### src/rtl/stat_resp_misr_if.sv
// Response stream carrying one benchmark output vector per valid/ready beat.
// The producer drives valid/data; the compactor returns ready.
interface stat_resp_misr_if #(
  parameter int unsigned WIDTH = 32
);
  logic             valid;
  logic             ready;
  logic [WIDTH-1:0] data;

  modport master (output valid, output data, input ready);
  modport slave  (input valid, input data, output ready);
endinterface

### src/rtl/stat_resp_misr.sv
// MISR response compactor for the 32-output Stat benchmarks: folds a fixed number of beats into a
// signature and compares it with a golden value. Optional X-masking via STAT_RESP_MISR_XMASK_EN.
module stat_resp_misr #(
  parameter int unsigned     WIDTH = 32,
  parameter int unsigned     CNT_W = 16,
  parameter logic [WIDTH-1:0] POLY = 32'h04C11DB7,
  parameter logic [WIDTH-1:0] SEED = 32'hFFFFFFFF
) (
  input  logic                clk,
  input  logic                rst,
  input  logic                start,
  input  logic                abort,
  input  logic [CNT_W-1:0]    num_vec,
  input  logic [WIDTH-1:0]    golden,
`ifdef STAT_RESP_MISR_XMASK_EN
  input  logic [WIDTH-1:0]    xmask,
`endif
  stat_resp_misr_if.slave     resp,
  output logic                busy,
  output logic                done,
  output logic                pass,
  output logic [WIDTH-1:0]    signature,
  output logic [CNT_W-1:0]    vec_count
);

  typedef enum logic [1:0] {StIdle, StRun, StDone} state_e;

  state_e           state_q;
  logic [CNT_W-1:0] num_q;
  logic [WIDTH-1:0] golden_q;
  logic [WIDTH-1:0] data_m;
  logic [WIDTH-1:0] sig_next;
  logic [CNT_W-1:0] cnt_inc;
  logic             beat;

`ifdef STAT_RESP_MISR_XMASK_EN
  logic [WIDTH-1:0] xmask_q;
  assign data_m = resp.data & ~xmask_q;
`else
  assign data_m = resp.data;
`endif

  // Ready is a pure function of state so the producer never sees a valid->ready loop.
  assign resp.ready = (state_q == StRun);
  assign beat       = resp.valid & resp.ready;
  assign cnt_inc    = vec_count + CNT_W'(1);
  assign sig_next   = {signature[WIDTH-2:0], 1'b0}
                    ^ (signature[WIDTH-1] ? POLY : '0)
                    ^ data_m;

  always_ff @(posedge clk or posedge rst) begin
    if (rst) begin
      state_q   <= StIdle;
      busy      <= 1'b0;
      done      <= 1'b0;
      pass      <= 1'b0;
      signature <= '0;
      vec_count <= '0;
      num_q     <= '0;
      golden_q  <= '0;
`ifdef STAT_RESP_MISR_XMASK_EN
      xmask_q   <= '0;
`endif
    end else if (abort) begin
      // Signature and count are left untouched for post-mortem inspection.
      state_q <= StIdle;
      busy    <= 1'b0;
      done    <= 1'b0;
      pass    <= 1'b0;
    end else begin
      case (state_q)
        StIdle, StDone: begin
          if (start) begin
            signature <= SEED;
            vec_count <= '0;
            num_q     <= num_vec;
            golden_q  <= golden;
`ifdef STAT_RESP_MISR_XMASK_EN
            xmask_q   <= xmask;
`endif
            if (num_vec == '0) begin
              state_q <= StDone;
              busy    <= 1'b0;
              done    <= 1'b1;
              pass    <= (SEED == golden);
            end else begin
              state_q <= StRun;
              busy    <= 1'b1;
              done    <= 1'b0;
              pass    <= 1'b0;
            end
          end
        end
        StRun: begin
          if (beat) begin
            signature <= sig_next;
            vec_count <= cnt_inc;
            if (cnt_inc == num_q) begin
              state_q <= StDone;
              busy    <= 1'b0;
              done    <= 1'b1;
              pass    <= (sig_next == golden_q);
            end
          end
        end
        default: begin
          state_q <= StIdle;
          busy    <= 1'b0;
          done    <= 1'b0;
          pass    <= 1'b0;
        end
      endcase
    end
  end

endmodule
### src/flat_wrapper.sv
// flat-port wrapper written by rule: the top's interface ports become plain ports
module stat_resp_misr_flat 
#(
  parameter int unsigned     WIDTH = 32,
  parameter int unsigned     CNT_W = 16,
  parameter logic [WIDTH-1:0] POLY = 32'h04C11DB7,
  parameter logic [WIDTH-1:0] SEED = 32'hFFFFFFFF
)
  (clk, rst, start, abort, num_vec, golden, busy, done, pass, signature, vec_count, resp_valid, resp_data, resp_ready);
  stat_resp_misr_if #(.WIDTH(WIDTH)) resp_i ();
  input  logic clk;
  input  logic rst;
  input  logic start;
  input  logic abort;
  input  logic [CNT_W-1:0] num_vec;
  input  logic [WIDTH-1:0] golden;
  output logic busy;
  output logic done;
  output logic pass;
  output logic [WIDTH-1:0] signature;
  output logic [CNT_W-1:0] vec_count;
  input wire logic [$bits(resp_i.valid)-1:0] resp_valid;
  input wire logic [$bits(resp_i.data)-1:0] resp_data;
  output wire logic [$bits(resp_i.ready)-1:0] resp_ready;
  assign resp_i.valid = resp_valid;
  assign resp_i.data = resp_data;
  assign resp_ready = resp_i.ready;
  stat_resp_misr #(.WIDTH(WIDTH), .CNT_W(CNT_W), .POLY(POLY), .SEED(SEED)) u_core (.clk(clk), .rst(rst), .start(start), .abort(abort), .num_vec(num_vec), .golden(golden), .resp(resp_i), .busy(busy), .done(done), .pass(pass), .signature(signature), .vec_count(vec_count));
endmodule
### config.mk
export PLATFORM = sky130hd
export DESIGN_NAME = stat_resp_misr_flat
export DESIGN_NICKNAME = d
export VERILOG_FILES = /design/src/rtl/stat_resp_misr_if.sv /design/src/rtl/stat_resp_misr.sv /design/src/flat_wrapper.sv
export SDC_FILE = /design/constraint.sdc
export NUM_CORES = 1
export LEC_CHECK = 0
export CAP_MARGIN = 15
export CORE_MARGIN = 10
export CORE_UTILIZATION = 44
export DETAILED_ROUTE_END_ITERATION = 6
export PLACE_DENSITY = 0.72
export SLEW_MARGIN = 20
export SYNTH_ARGS = -nofsm -noshare
export SYNTH_HDL_FRONTEND = slang
export SYNTH_SLANG_ARGS = --single-unit
### constraint.sdc
create_clock -name clk -period 10.3 [get_ports clk]
set_input_delay 2.06 -clock clk [delete_from_list [all_inputs] [get_ports clk]]
set_output_delay 2.06 -clock clk [all_outputs]
set_load 0.01 [all_outputs]
==> reports/metrics.csv <==
metric,value,unit
result of the run,finished clean,
maximum ir drop on the vdd rail,0.105,mV
global placer's final weighted congestion,0.864,
dpl cells,922,
die area,17800,um^2
fraction of registers with async set/reset,100,%
HP Class,flop to flop,
number of slew-limit violations in the final report,0,
Tot GR Track Use,18.8,%
ratio of routed vias to standard cells,5.49,
starting density of the core,44.8,%
Top Usage Layer GRT,met2,
count of unique library cells instantiated by Yosys,63,
synthesized area per cell,8.75,um^2
cell area after technology mapping,5660,um^2
Post-Place Cell Area,7100,um^2
Worst Clk Skew,6.80,ps
row cnt,41,
number of synthesized register bits,100,
# Post-CTS Setup Buffers,0,
violation count after the first detailed-routing iteration,534,
data required time of the worst path,8240,ps
final HPWL from detailed placement,12.6,mm
first-pass GRT wire length,27.6,mm
routing usage on met1,23.0,%
most frequent standard cell in the layout excluding fill and tap cells,nand2_1,
final cell area excluding filler cells,7370,um^2
met2 GRT Util,30.9,%
PnR worst setup slack,6160,ps
clock tree root buffer cell,clkbuf_16,
RSZ-0062 raised after global routing,false,
x dimension of the die,133,um
number of setup violations in the final report,0,
Fin Setup TNS,0,ps
"Top FF cell, synth",dfrtp_1,
Die Span Y,133,um
post-route ant nets,0,
count of unresolved DRC violations after routing,0,
"Remaining Overflow, GRT",0,
PortBufs,136,
fmax,0.242,GHz
"EDFF count, synth",0,
crit path kind,flop to primary output,
detail-routed net length per standard cell,18.1,um
arrival time at the worst endpoint,2080,ps
most used cells in the layout excluding fill and tap cells,"nand2_1, clkdlybuf4s50_1, dfrtp_1",
Final min period,4140,ps
sequential cell area fraction in the yosys report,44.2,%
TritonCTS clock tree,done,
non-filler instance count after layout,937,
met3 Usage GRT,6.77,%
maximum number of pins on one net before global-route repair,85,
clk buf depth,2,
gate count of the mapped netlist,647,
Critical Path Sink Type,primary output,
crit path launch type,flop,
antenna violations before repair,0,
final hold violation count,0,
total power divided by cell area,173,nW/um^2
via total after detailed routing,5148,
pre-CTS setup slack,5920,ps
number of max-cap violations,0,
placeable core area,12600,um^2
first-pass iteration count of the detailed router,5,
Final Total Pwr,1.27,mW
Post-Synthesis Net Count,733,
number of warnings issued by yosys,0,
Area growth syn-to-layout,30.3,%
number of CTS-inserted buffers,9,
hold buffers post-CTS,0,
transition time at the pin with the least slew margin,873,ps
number of global-route vias before repair,5423,
worst-case headroom to the max-slew limit,41.6,%
top post-synthesis cells by area,"dfrtp_1, nand2_1, xnor2_1",
highest fanout seen on the critical path,9,
clock latency at the later pin of the worst-skew pair,350,ps
number of diodes,0,
Nets,847,
maximum level of the CTS H-tree,3,
library cell with the largest summed area after synthesis,dfrtp_1,
"Reg clk slew, reported paths",70,ps
fraction of post-synthesis cell area in the top cell type by area,44.2,%
clock sink total,100,
Tcrit/Tclk final,40.2,%
leakage power total,3.04,nW
IO Count,137,
Routed WL,17.0,mm
ratio of cells with drive above 1 in the final layout,4.31,%
"Gates resized, CTS repair",0,
## per-layer routing
metal	up-vias	wire length (um)
met3	28	1430
met2	206	8190
met4	0	234
li1	2437	-
met5	-	0
met1	2477	7110
## state kept, by name (all words and copies together), names as in the netlist
signal            flops
u_core.pass           1
u_core.num_q         16
u_core.done           1
u_core.vec_count     16
u_core.golden_q      32
u_core.busy           1
u_core.state_q        1
u_core.signature     32
## worst max-delay path, stage by stage (launching register included)
cell and delay, ps:
dfrtp_1 440, nor2b_1 570, clkdlybuf4s50_1 710
## layout make-up
class	count	area, um^2
clock inverters	4	26.3
inverters	10	40.0
clock buffers	11	243
flip-flops and latches	100	2500
well taps	172	215
fillers	1162	5250
multi-input cells	498	2940
repair buffers	142	1410
## kinds of logic (layout without fill, tap and decap cells)
group | count (synthesis) | in the layout | synth area share (%)
simple gates | 266 | 266 | 22.2
flops | 100 | 100 | 44.2
xor+xnor | 95 | 95 | 15.2
buf+inv | 49 | 167 | 3.94
fa+ha+maj | 1 | 1 | 0.221
mux | 1 | 1 | 0.177
compound gates | 135 | 135 | 14.0
## path summary, 6_finish.rpt
| kind | endpoint | start | cells past startpoint | slack [ps] |
|---|---|---|---|---|
| worst max-delay path | resp_ready | u_core.state_q[0]$_DFFE_PP0P_ | 2 | 6160 |
| worst min-delay path | u_core.golden_q[22]$_DFFE_PP0P_ | u_core.golden_q[22]$_DFFE_PP0P_ | 2 | 500 |
| worst max register to register | u_core.pass$_DFFE_PP0P_ | u_core.vec_count[2]$_DFFE_PP0P_ | 7 | 7110 |
| worst min register to register | u_core.golden_q[22]$_DFFE_PP0P_ | u_core.golden_q[22]$_DFFE_PP0P_ | 2 | 500 |
| max in group asynchronous | u_core.signature[7]$_DFFE_PP0P_ | rst | 3 | 7050 |
| min in group asynchronous | u_core.num_q[0]$_DFFE_PP0P_ | rst | 2 | 2050 |
## cells in the mapped netlist, drive strengths merged (2+ instances only)
library cell and instances:
nand2 156, dfrtp 100, o21ai 82, xnor2 58
xor2 36, clkbuf 26, nor2 23, nand4 19
a21oi 17, nand3 16, buf 13, nor3 13
inv 10, nor4 9, and4 5, nor2b 5
a31oi 4, and2 3, nor3b 3, o311ai 3
o31ai 3, a2111oi 2, a22oi 2, a311oi 2
a32o 2, and2b 2, nand2b 2, nand3b 2
nor4b 2, o211ai 2, o21a 2, o221ai 2
## metrics by stage
stage,util [%],hold WS [ps]
3_3_place_gp,56.3,476
5_1_grt,58.4,516
3_5_place_dp,56.3,483
2_1_floorplan,-,454
6_report,58.4,499
4_1_cts,58.4,499
## report_power, final
part           internal (mW)  leakage [nW]  total, mW  switching (mW)
Combinational          0.211          1.70      0.424           0.212
Clock                  0.169         0.131      0.316           0.147
Sequential             0.461          1.20      0.532          0.0714
(Power assumes the default switching activity.)
